<file path="src/rtl/bus_cmd_issuer_if.sv">
// Command-bus bundle between the controller/memory side and bus_cmd_issuer.
// master is the issuer's view; slave is the environment's view.
interface bus_cmd_issuer_if;
    logic        req_valid;
    logic        req_ready;
    logic [1:0]  req_opcode;
    logic        req_enc_type;
    logic [1:0]  req_dest_id;
    logic [1:0]  req_src_id;
    logic [23:0] req_addr;
    logic        out_bus_valid;
    logic [7:0]  out_bus_data;
    logic        in_bus_ready;
    logic        in_ack_bus_request;
    logic [1:0]  in_ack_bus_id;
    logic        cmd_done;
    logic        cmd_timeout;
    logic        cmd_error;

    modport master (
        input  req_valid, req_opcode, req_enc_type, req_dest_id, req_src_id, req_addr,
        input  in_bus_ready, in_ack_bus_request, in_ack_bus_id,
        output req_ready, out_bus_valid, out_bus_data, cmd_done, cmd_timeout, cmd_error
    );

    modport slave (
        output req_valid, req_opcode, req_enc_type, req_dest_id, req_src_id, req_addr,
        output in_bus_ready, in_ack_bus_request, in_ack_bus_id,
        input  req_ready, out_bus_valid, out_bus_data, cmd_done, cmd_timeout, cmd_error
    );
endinterface

</file>
<file path="src/rtl/bus_cmd_issuer.sv">
// Serialises one command (header + 3 address bytes) onto the 8-bit command bus,
// then waits for the matching ack and reports done / timeout / error.
module bus_cmd_issuer #(
    parameter int unsigned ACK_TIMEOUT = 1024
) (
    input logic              clk,
    input logic              rst,
    bus_cmd_issuer_if.master bus
);
    typedef enum logic [2:0] {
        IDLE,
        SEND_HDR,
        SEND_ADDR,
        WAIT_ACK,
        DONE,
        TOUT,
        ERR
    } state_t;

    localparam logic [1:0]  OP_WR_RES = 2'b10;
    localparam logic [1:0]  OP_OTHER  = 2'b11;
    localparam bit          TOUT_EN   = (ACK_TIMEOUT != 0);
    localparam logic [15:0] TOUT_LAST = TOUT_EN ? 16'(ACK_TIMEOUT - 1) : 16'd0;

    state_t      state_q, state_d;
    logic [1:0]  byte_cnt_q, byte_cnt_d;
    logic [15:0] tmo_cnt_q, tmo_cnt_d;
    logic [23:0] addr_q, addr_d;
    logic [1:0]  exp_id_q, exp_id_d;
    logic [7:0]  data_q, data_d;
    logic        valid_q, valid_d;
    logic        ready_q, ready_d;
    logic        done_q, done_d;
    logic        tout_q, tout_d;
    logic        err_q, err_d;

    logic        req_ok;
    logic        ack_hit;

    always_comb begin
        req_ok = 1'b0;
        case (bus.req_opcode)
            OP_WR_RES: req_ok = (bus.req_src_id == 2'b00);
            OP_OTHER:  req_ok = 1'b0;
            default:   req_ok = (bus.req_dest_id == 2'b00);
        endcase
        ack_hit = bus.in_ack_bus_request && (bus.in_ack_bus_id == exp_id_q);
    end

    always_comb begin
        state_d    = state_q;
        byte_cnt_d = byte_cnt_q;
        tmo_cnt_d  = tmo_cnt_q;
        addr_d     = addr_q;
        exp_id_d   = exp_id_q;
        data_d     = data_q;

        case (state_q)
            IDLE: begin
                if (bus.req_valid) begin
                    addr_d   = bus.req_addr;
                    exp_id_d = (bus.req_opcode == OP_WR_RES) ? bus.req_src_id : bus.req_dest_id;
                    if (req_ok) begin
                        state_d = SEND_HDR;
                        data_d  = {bus.req_enc_type, 1'b0, bus.req_dest_id,
                                   bus.req_src_id, bus.req_opcode};
                    end else begin
                        state_d = ERR;
                    end
                end
            end
            SEND_HDR: begin
                if (bus.in_bus_ready) begin
                    state_d    = SEND_ADDR;
                    byte_cnt_d = 2'd0;
                    data_d     = addr_q[7:0];
                end
            end
            SEND_ADDR: begin
                // data_q is loaded with the byte for the *next* counter value so it is
                // already stable on the bus the cycle after the handshake.
                if (bus.in_bus_ready) begin
                    if (byte_cnt_q == 2'd2) begin
                        state_d   = WAIT_ACK;
                        tmo_cnt_d = '0;
                    end else begin
                        byte_cnt_d = byte_cnt_q + 2'd1;
                        data_d     = (byte_cnt_q == 2'd0) ? addr_q[15:8] : addr_q[23:16];
                    end
                end
            end
            WAIT_ACK: begin
                tmo_cnt_d = tmo_cnt_q + 16'd1;
                if (ack_hit) begin
                    state_d = DONE;
                end else if (TOUT_EN && (tmo_cnt_q == TOUT_LAST)) begin
                    state_d = TOUT;
                end
            end
            default: begin
                state_d = IDLE;
            end
        endcase

        valid_d = (state_d == SEND_HDR) || (state_d == SEND_ADDR);
        ready_d = (state_d == IDLE);
        done_d  = (state_d == DONE);
        tout_d  = (state_d == TOUT);
        err_d   = (state_d == ERR);
    end

    always_ff @(posedge clk) begin
        if (rst) begin
            state_q    <= IDLE;
            byte_cnt_q <= '0;
            tmo_cnt_q  <= '0;
            addr_q     <= '0;
            exp_id_q   <= '0;
            data_q     <= '0;
            valid_q    <= 1'b0;
            ready_q    <= 1'b0;
            done_q     <= 1'b0;
            tout_q     <= 1'b0;
            err_q      <= 1'b0;
        end else begin
            state_q    <= state_d;
            byte_cnt_q <= byte_cnt_d;
            tmo_cnt_q  <= tmo_cnt_d;
            addr_q     <= addr_d;
            exp_id_q   <= exp_id_d;
            data_q     <= data_d;
            valid_q    <= valid_d;
            ready_q    <= ready_d;
            done_q     <= done_d;
            tout_q     <= tout_d;
            err_q      <= err_d;
        end
    end

    assign bus.req_ready     = ready_q;
    assign bus.out_bus_valid = valid_q;
    assign bus.out_bus_data  = data_q;
    assign bus.cmd_done      = done_q;
    assign bus.cmd_timeout   = tout_q;
    assign bus.cmd_error     = err_q;
endmodule
</file>
<file path="src/flat_wrapper.sv">
// flat-port wrapper written by rule: the top's interface ports become plain ports
module bus_cmd_issuer_flat 
#(
    parameter int unsigned ACK_TIMEOUT = 1024
)
  (clk, rst, bus_req_valid, bus_req_opcode, bus_req_enc_type, bus_req_dest_id, bus_req_src_id, bus_req_addr, bus_in_bus_ready, bus_in_ack_bus_request, bus_in_ack_bus_id, bus_req_ready, bus_out_bus_valid, bus_out_bus_data, bus_cmd_done, bus_cmd_timeout, bus_cmd_error);
  bus_cmd_issuer_if bus_i ();
  input logic clk;
  input logic rst;
  input wire logic [$bits(bus_i.req_valid)-1:0] bus_req_valid;
  input wire logic [$bits(bus_i.req_opcode)-1:0] bus_req_opcode;
  input wire logic [$bits(bus_i.req_enc_type)-1:0] bus_req_enc_type;
  input wire logic [$bits(bus_i.req_dest_id)-1:0] bus_req_dest_id;
  input wire logic [$bits(bus_i.req_src_id)-1:0] bus_req_src_id;
  input wire logic [$bits(bus_i.req_addr)-1:0] bus_req_addr;
  input wire logic [$bits(bus_i.in_bus_ready)-1:0] bus_in_bus_ready;
  input wire logic [$bits(bus_i.in_ack_bus_request)-1:0] bus_in_ack_bus_request;
  input wire logic [$bits(bus_i.in_ack_bus_id)-1:0] bus_in_ack_bus_id;
  output wire logic [$bits(bus_i.req_ready)-1:0] bus_req_ready;
  output wire logic [$bits(bus_i.out_bus_valid)-1:0] bus_out_bus_valid;
  output wire logic [$bits(bus_i.out_bus_data)-1:0] bus_out_bus_data;
  output wire logic [$bits(bus_i.cmd_done)-1:0] bus_cmd_done;
  output wire logic [$bits(bus_i.cmd_timeout)-1:0] bus_cmd_timeout;
  output wire logic [$bits(bus_i.cmd_error)-1:0] bus_cmd_error;
  assign bus_i.req_valid = bus_req_valid;
  assign bus_i.req_opcode = bus_req_opcode;
  assign bus_i.req_enc_type = bus_req_enc_type;
  assign bus_i.req_dest_id = bus_req_dest_id;
  assign bus_i.req_src_id = bus_req_src_id;
  assign bus_i.req_addr = bus_req_addr;
  assign bus_i.in_bus_ready = bus_in_bus_ready;
  assign bus_i.in_ack_bus_request = bus_in_ack_bus_request;
  assign bus_i.in_ack_bus_id = bus_in_ack_bus_id;
  assign bus_req_ready = bus_i.req_ready;
  assign bus_out_bus_valid = bus_i.out_bus_valid;
  assign bus_out_bus_data = bus_i.out_bus_data;
  assign bus_cmd_done = bus_i.cmd_done;
  assign bus_cmd_timeout = bus_i.cmd_timeout;
  assign bus_cmd_error = bus_i.cmd_error;
  bus_cmd_issuer #(.ACK_TIMEOUT(ACK_TIMEOUT)) u_core (.clk(clk), .rst(rst), .bus(bus_i));
endmodule
</file>
<file path="config.mk">
export PLATFORM = sky130hd
export DESIGN_NAME = bus_cmd_issuer_flat
export DESIGN_NICKNAME = d
export VERILOG_FILES = /design/src/rtl/bus_cmd_issuer_if.sv /design/src/rtl/bus_cmd_issuer.sv /design/src/flat_wrapper.sv
export SDC_FILE = /design/constraint.sdc
export NUM_CORES = 1
export LEC_CHECK = 0
export ABC_AREA = 1
export CELL_PAD_IN_SITES_DETAIL_PLACEMENT = 0
export CELL_PAD_IN_SITES_GLOBAL_PLACEMENT = 1
export CORE_AREA = 4 4 92 94
export CTS_CLUSTER_DIAMETER = 150
export DETAILED_ROUTE_END_ITERATION = 6
export DIE_AREA = 0 0 96 98
export GPL_ROUTABILITY_DRIVEN = 0
export PLACE_DENSITY_LB_ADDON = 0.1
export RECOVER_POWER = 50
export SYNTH_ARGS = -nofsm -noshare
export SYNTH_HDL_FRONTEND = slang
export SYNTH_SLANG_ARGS = --single-unit
</file>
<file path="constraint.sdc">
create_clock -name clk -period 2.5 [get_ports clk]
set_input_delay 0.25 -clock clk [delete_from_list [all_inputs] [get_ports clk]]
set_output_delay 0.25 -clock clk [all_outputs]
set_load 0.005 [all_outputs]
</file>
==> results summary, run 1 <==
The run finished with clean final reports. The first TritonRoute pass finished after 4 iterations. Per report_power, the sequential group accounts for around two fifths of the total.

The number of buffers created by CTS came out at 9. The worst hold path passes through 2 cells. At the end of the flow, the number of nets in the layout was 516. The combinational group share of total power is between 20 and 25%. sky130_fd_sc_hd__dfxtp_1 takes more of the synthesized area than any other cell. The count of standard-cell rows is 32. The via count of the first global-routing pass is approximately 2700. Net switching is approximately 29% of the power. The startpoint identified for the worst register-to-register timing path is u_core.byte_cnt_q[0]. Tracing the worst setup path back leads to its startpoint at u_core.byte_cnt_q[0]. During synthesis, Yosys emitted a total of 0 warnings. For this run, the leading register cell type out of synthesis is sky130_fd_sc_hd__dfxtp_1.

The setup path with the least slack is of type flop to flop. The via-per-instance ratio is roughly 4.8. The path category of the worst min-delay check is flop to flop. The HPWL after detailed placement is 5720 um. The final standard cell utilization of the core came out at between 40% and 50%. The largest net degree at the start of global routing is 26.

Of all nets on the critical path, the largest fanout is 13. The floorplan step defined a die boundary enclosing between 9000 and 10000 um^2. The register-to-register setup slack came out at between 0.6 and 0.7 ns. The total internal power is roughly 1.9 mW. The number of failing hold endpoints at the final stage was 0. The setup fix buffers added after clock tree synthesis is 0.

The total inserted antenna cells is 0. For this design the ratio of total power to cell area is 696 nW/um^2. Across the VDD grid, the largest voltage drop is between 0.3 and 0.4 mV. Counting along the longest clock path gives a buffer depth of 2.

The required time of the critical path came out at 2.72 ns. The post-CTS clock slew at the launch and capture registers of the worst setup and hold paths is around 0.070 ns. For the pin with the worst max-slew slack, the measured transition is between 0.7 and 0.8 ns.

The initial antenna violation count is 0. The clock latency on the worst-skew pair is ~0.34 ns. For this design, the CTS-stage hold fixing added 0 buffers.

STA classifies the critical path endpoint as a flop. The proportion of register bits with asynchronous set or reset after synthesis is 0%. sky130_fd_sc_hd__nand2_1 is the most common cell in the netlist.

The area of the core is 7650 um^2. The worst hold path begins at u_core.addr_q[19]. Across the routed clock network, the largest skew measured is around 0.010 ns. The leakage power of the design came out at around 1.5 nW.

Sorting the synthesized cells by how often they occur yields sky130_fd_sc_hd__nand2_1, sky130_fd_sc_hd__dfxtp_1, sky130_fd_sc_hd__inv_1, sky130_fd_sc_hd__nor2_1, sky130_fd_sc_hd__a21oi_1. The net switching power of the design came out at between 700 and 800 uW. The number of synthesized register bits is 60. The DRC violation count after routing came out at 0.

The count of non-filler cells in the finished layout came out at 582. The setup violation total in the final timing report came out at 0. The post-layout minimum cycle time came out at approximately 1.9 ns. The smallest hold slack came out at approximately 0.46 ns. The count of boundary I/O pins came out at just over 50. By area the synthesized netlist is led by sky130_fd_sc_hd__dfxtp_1, sky130_fd_sc_hd__nand2_1, sky130_fd_sc_hd__a21oi_1. The leftover overflow at the end of global routing came out at 0. The final max-slew violation count came out at 0. The worst register-to-register path ends at u_core.tmo_cnt_q[7]. The number of synthesized flops with an enable pin came out at 0. The part of the Yosys area used for sequential elements came out at between 30% and 40%. The kind of start point of the critical path is a flop. For this configuration, the core starts out at a cell density of roughly two fifths.

The cell count after synthesis is approximately 430. In this run, post-CTS repair resized a total of 0 instances. Port buffering added 50 buffers. The setup total negative slack is 0 ns. The synthesized area is slightly above 3000 um^2. The hold-critical path endpoint is u_core.addr_q[19].

STA puts the critical path data arrival time at 2.08 ns. The share of Yosys cell area claimed by the top area cell type is ~39%. The average wire per cell in the routed design is roughly 13 um.

Per report_power, the clock group accounts for between 30% and 40% of the total. The final critical-path setup slack came out at roughly 0.64 ns. Max-cap violations in this run came to 0. The antenna violation net count after detailed routing came out at 0. In this run, the number of DRC markers left after iteration 0 of detailed routing was about 120. TritonCTS built the clock tree.

The post-route clock period utilization is between 70% and 80%. The die height is 98 um. The relative slew slack came out at around half. The number of placed instances, taps included, is 566. The layout overhead on the synthesized area is 25.2%. The first-pass GRT wire length came out at ~13000 um. The global-route total usage across every layer came out at ~17%. CTS saw 60 sinks.

The net count after synthesis came out at about 470. A synthesized cell averages about 7.2 um^2. The logic depth of the worst register-to-register path is 9. The fraction of final layout cells with drive strength greater than 1 is 10.6%. OpenSTA, run right after detailed placement, puts the worst setup slack at 0.538 ns. Setup repair after global routing left no endpoint under its margin.

Derived from the worst setup path, the maximum achievable clock frequency is ~540 MHz. The H-tree generated during clock tree synthesis spans 3 levels. The clock root buffer is sky130_fd_sc_hd__clkbuf_8. The distinct cell type count after synthesis came out at 35. The die span in x came out at around 96 um. The total via count after detailed routing came out at 2814.

Summed over all layers, the routed wires come to about 7600 um.
## area by class of cell
| type | count | area [um^2] |
|---|---|---|
| inverters | 64 | 248 |
| repair buffers | 54 | 523 |
| clock inverters | 5 | 83.8 |
| clock buffers | 11 | 151 |
| multi-input cells | 286 | 1490 |
| fillers | 768 | 3830 |
| flip-flops and latches | 60 | 1200 |
| well taps | 102 | 128 |
## metal layers
metal	part of all wire (%)	vias to the layer above	global-route usage [%]	routed length [um]
li1	-	1497	-	-
met1	53	1261	26.2	4080
met4	0.90	0	4.38	69
met3	5.0	7	4.47	379
met5	0	-	0	0
met2	41	49	24.2	3110
## worst max-delay path, stage by stage (launching register included)
cell and delay [ns]:
sky130_fd_sc_hd__dfxtp_1 0.30, sky130_fd_sc_hd__inv_1 0.10, sky130_fd_sc_hd__ha_1 0.21, sky130_fd_sc_hd__inv_1 0.08, sky130_fd_sc_hd__a21oi_1 0.35, sky130_fd_sc_hd__nand3_4 0.25
sky130_fd_sc_hd__nor2_1 0.20, sky130_fd_sc_hd__inv_1 0.09, sky130_fd_sc_hd__o21ai_1 0.13, sky130_fd_sc_hd__nor2_1 0.05
## cells by family after synthesis
kind of cell               share of synthesized area, %
buffers and inverters                              11.0
AOI/OAI and AO/OA                                  20.4
adders and majority gates                          1.23
DFF                                                39.4
and+or+nand+nor                                    28.0
## how the worst max path moves through the flow
stage / depth (start not counted) / to / slack, ns
after global routing: 5 / u_core.addr_q[22] / 0.48
after global placement: 8 / u_core.bus.out_bus_valid / 0.59
after detailed placement: 8 / u_core.bus.out_bus_valid / 0.54
after floorplan: 12 / u_core.bus.out_bus_data[6] / 1.07
final: 9 / u_core.tmo_cnt_q[7] / 0.64
after CTS: 9 / u_core.bus.out_bus_valid / 0.79
## metrics by stage
step | power (mW) | cell area, um^2
6_report | 2.66 | 3820
5_1_grt | 2.80 | 3820
4_1_cts | 2.70 | 3850
3_5_place_dp | 1.69 | 3620
3_3_place_gp | 1.68 | 3620
2_1_floorplan | 1.47 | 3050
## power by group through the flow
stage | combinational (mW) | clock (mW) | sequential [mW]
detailed placement | 0.578 | 0 | 1.11
finish | 0.551 | 1.02 | 1.09
global route | 0.623 | 1.09 | 1.10
global placement | 0.574 | 0 | 1.11
floorplan | 0.366 | 0 | 1.11
CTS | 0.581 | 1.04 | 1.09
## sequential cells by signal, summed over array words and instances, names as in the netlist, 2 cells and up
name                     count
u_core.addr_q               24
u_core.bus.out_bus_data      8
u_core.byte_cnt_q            2
u_core.exp_id_q              2
u_core.state_q               3
u_core.tmo_cnt_q            16
## cells in the final DEF, fill, tap and decap left out, types with 14 or more instances in the layout
cell / Yosys / layout
sky130_fd_sc_hd__nand2_1: 72 / 73
sky130_fd_sc_hd__dfxtp_1: 60 / 60
sky130_fd_sc_hd__inv_1: 55 / 55
sky130_fd_sc_hd__nor2_1: 45 / 45
sky130_fd_sc_hd__a21oi_1: 43 / 44
sky130_fd_sc_hd__clkdlybuf4s50_1: 0 / 36
sky130_fd_sc_hd__nand3_1: 26 / 26
sky130_fd_sc_hd__o21ai_0: 24 / 24
sky130_fd_sc_hd__dlygate4sd3_1: 0 / 14
(Power assumes the default switching activity.)
==> run 2, diff against run 1 <==
--- a/config.mk
+++ b/config.mk
@@ -8,10 +8,10 @@
 export ABC_AREA = 1
 export CELL_PAD_IN_SITES_DETAIL_PLACEMENT = 0
 export CELL_PAD_IN_SITES_GLOBAL_PLACEMENT = 1
-export CORE_AREA = 4 4 92 94
+export CORE_AREA = 4 4 100 102
 export CTS_CLUSTER_DIAMETER = 150
 export DETAILED_ROUTE_END_ITERATION = 6
-export DIE_AREA = 0 0 96 98
+export DIE_AREA = 0 0 104 106
 export GPL_ROUTABILITY_DRIVEN = 0
 export PLACE_DENSITY_LB_ADDON = 0.1
 export RECOVER_POWER = 50
==> constraint.sdc (replaced) <==
create_clock -name clk -period 1.56 [get_ports clk]
set_input_delay 0.156 -clock clk [delete_from_list [all_inputs] [get_ports clk]]
set_output_delay 0.156 -clock clk [all_outputs]
set_load 0.005 [all_outputs]
==> results summary, run 2 (synthesis gave the netlist of run 1 again) <==
The run finished with clean final reports. The detailed-routing iteration count for the pre-antenna-repair pass is 5 (+1). The number of violations of the max-capacitance limit came out at 0 (unchanged).

The required time of the critical path is 1.79 ns (-0.93 ns). The type of destination of the critical path is a flop. From synthesis to final layout, the design area changed by 36.6%. The final instance area is 4170 um^2 (+9.1%). The path category of the worst min-delay check is input pin to flop. The final max-slew violation count is 0 (unchanged). The post-layout minimum cycle time was 1.49 ns (-0.364 ns). The largest net degree at the start of global routing came out at 26 (unchanged).

The worst hold path begins at bus_req_addr[9]. The standard cell area after detailed placement is 3930 um^2 (+8.5%). The total instance count after detailed placement came to 608 (+7.4%). The H-tree depth was 3 (unchanged). The die span in x is 104 um (+8.3%). The antenna violation net count after detailed routing came out at 0 (unchanged). The leakage power of the design came out at 1.68 nW (+10%).

The actual slew at the worst max-slew pin came to 0.494 ns (-0.240 ns). The setup fix buffers added after clock tree synthesis came out at 0 (unchanged). The launching point of the worst reg2reg path is u_core.byte_cnt_q[0]. The via count of the first global-routing pass is 2765 (+3.9%). The number of buffers on the longest clock path is 2 (unchanged). The average wire per cell in the routed design came out at 13.3 um (+1.5%).

The peak supply drop came out at 0.364 mV (+10%). The initial antenna violation count came out at 0 (unchanged). The worst clock skew was 0.0102 ns (-0.00000850 ns). The total via count after detailed routing is 2923 (+3.9%). The overall die area is 11000 um^2 (+17%). The number of buffers created by CTS is 9 (unchanged). The kind of start point of the critical path is a flop. The maximum clock frequency is 670 MHz (+24%). The via-per-instance ratio is 4.68 (-3.1%). The area of the core is 9110 um^2 (+19%).

TritonCTS built the clock tree. The number of buffers added to fix hold violations after cts is 0 (unchanged). The arrival time at the worst endpoint came out at 1.72 ns (-0.36 ns).

The power per standard cell area came out at 1010 nW/um^2 (+45%). The starting DRC count in detailed routing was 128 (+3.2%). The clock latency on the worst-skew pair came to 0.34 ns (about the same). The most critical setup path has its startpoint at u_core.byte_cnt_q[0]. The category of the most critical setup path is flop to flop. u_core.addr_q holds more flip-flops than any other register.

The clock sink count was 60 (unchanged). The maximum fanout count along the critical path is 11 (-2). The flip-flop count of the largest register, all copies and words added is 24 (unchanged). The first-pass GRT wire length is 13800 um (+7.9%). The setup violation total in the final timing report was 0 (unchanged).

The initial core utilization came to 33.5% (-6.4 points). The library cell used most frequently in the layout, excluding fill and tap cells, is sky130_fd_sc_hd__nand2_1. The count of non-filler cells in the finished layout came out at 624 (+7.2%).

The total inserted antenna cells was 0 (unchanged). The global-route total usage across every layer came out at 15.6% (-1.8 points). The number of failing hold endpoints at the final stage is 0 (unchanged).

The post-route clock period utilization was 95.6% (+21 points). The post-CTS clock slew at the launch and capture registers of the worst setup and hold paths was 0.08 ns (about the same). The die height came out at 106 um (+8.2%). The routed wire length came out at 8310 um (+8.8%). The count of boundary I/O pins is 51 (unchanged).

The count of standard-cell rows was 35 (+9.4%). The leftover overflow at the end of global routing came out at 0 (unchanged). The layout net count is 549 (+6.4%). The HPWL after detailed placement was 6460 um (+13%). The clock root buffer is sky130_fd_sc_hd__clkbuf_8. The top cell types in the final layout, fill and taps aside, are sky130_fd_sc_hd__nand2_1, sky130_fd_sc_hd__dfxtp_1, sky130_fd_sc_hd__inv_1. The fraction of final layout cells with drive strength greater than 1 is 20.7% (+10 points). The relative slew slack is 66.8% (+16 points). The number of I/O port buffers came out at 50 (unchanged). The DRC violation count after routing is 0 (unchanged).
-- run 2: cell types whose count changed in the layout (fill, tap and decap cells not counted), moves of 4 or more --
| cell | change |
|---|---|
| sky130_fd_sc_hd__buf_4 | +27 |
| sky130_fd_sc_hd__clkdlybuf4s50_1 | +6 |
| sky130_fd_sc_hd__dfxtp_1 | -4 |
| sky130_fd_sc_hd__dfxtp_2 | +4 |
| sky130_fd_sc_hd__dlygate4sd3_1 | -6 |
| sky130_fd_sc_hd__nor2_1 | -4 |
-- run 2: what timing repair did --
action	in CTS	in global routing
endpoints found under the setup margin	4	28
pin swaps	0	4
resized for setup	2	26
-- run 2: routing by layer --
metal	global-route usage (%)	vias up	share of wire, %
met1	23.2	1303	54
met4	5.70	0	1.3
met5	0	-	0
met2	21.9	43	41
met3	3.22	8	3.7
li1	-	1569	-
-- run 2: through the flow --
step                setup TNS [ns]  power (mW)  hold WS (ns)  setup slack (ns)  utilization, %
floorplan                        0        2.36         0.316             0.126               -
global placement            -0.667        2.86         0.442            -0.119            43.1
detailed placement          -0.695        2.86         0.444            -0.102            43.1
CTS                              0        4.26         0.369           0.00633            45.2
global route             -0.000370        4.46         0.379         -0.000370            45.7
finish                           0        4.21         0.379            0.0685            45.7
-- run 2: final cells by class --
class,count,area (um^2)
Sequential cell,60,1210
Tap cell,111,139
Inverter,64,250
Clock buffer,9,124
Multi-Input combinational cell,286,1570
Fill cell,950,4940
Clock inverter,7,67.6
Timing Repair Buffer,87,807
-- run 2: critical path: stages, from the launching register on --
cell                      delay, ns
sky130_fd_sc_hd__dfxtp_1       0.31
sky130_fd_sc_hd__inv_2         0.10
sky130_fd_sc_hd__ha_1          0.24
sky130_fd_sc_hd__inv_4         0.08
sky130_fd_sc_hd__buf_4         0.14
sky130_fd_sc_hd__o21ai_1       0.18
sky130_fd_sc_hd__nor2_1        0.07
sky130_fd_sc_hd__nor3_1        0.19
sky130_fd_sc_hd__nor2_1        0.07
-- run 2: final timing paths --
path	to	slack (ns)	depth (start not counted)
setup / recovery	u_core.bus.out_bus_data[5]	0.07	8
hold reg to reg	u_core.addr_q[21]	0.46	2
setup reg to reg	u_core.bus.out_bus_data[5]	0.07	8
hold / removal	u_core.addr_q[9]	0.38	3
-- run 2: power breakdown --
group / internal (mW) / switching [mW] / total [mW]
Sequential: 1.68 / 0.0639 / 1.75
Combinational: 0.482 / 0.589 / 1.07
Clock: 0.728 / 0.669 / 1.40
==> run 3, diff against run 2 <==
--- a/config.mk
+++ b/config.mk
@@ -15,6 +15,7 @@
 export GPL_ROUTABILITY_DRIVEN = 0
 export PLACE_DENSITY_LB_ADDON = 0.1
 export RECOVER_POWER = 50
+export SLEW_MARGIN = 5
 export SYNTH_ARGS = -nofsm -noshare
 export SYNTH_HDL_FRONTEND = slang
 export SYNTH_SLANG_ARGS = --single-unit
==> results of run 3 <==
Same layout as run 2: the final DEF is identical, and so are final timing and power.
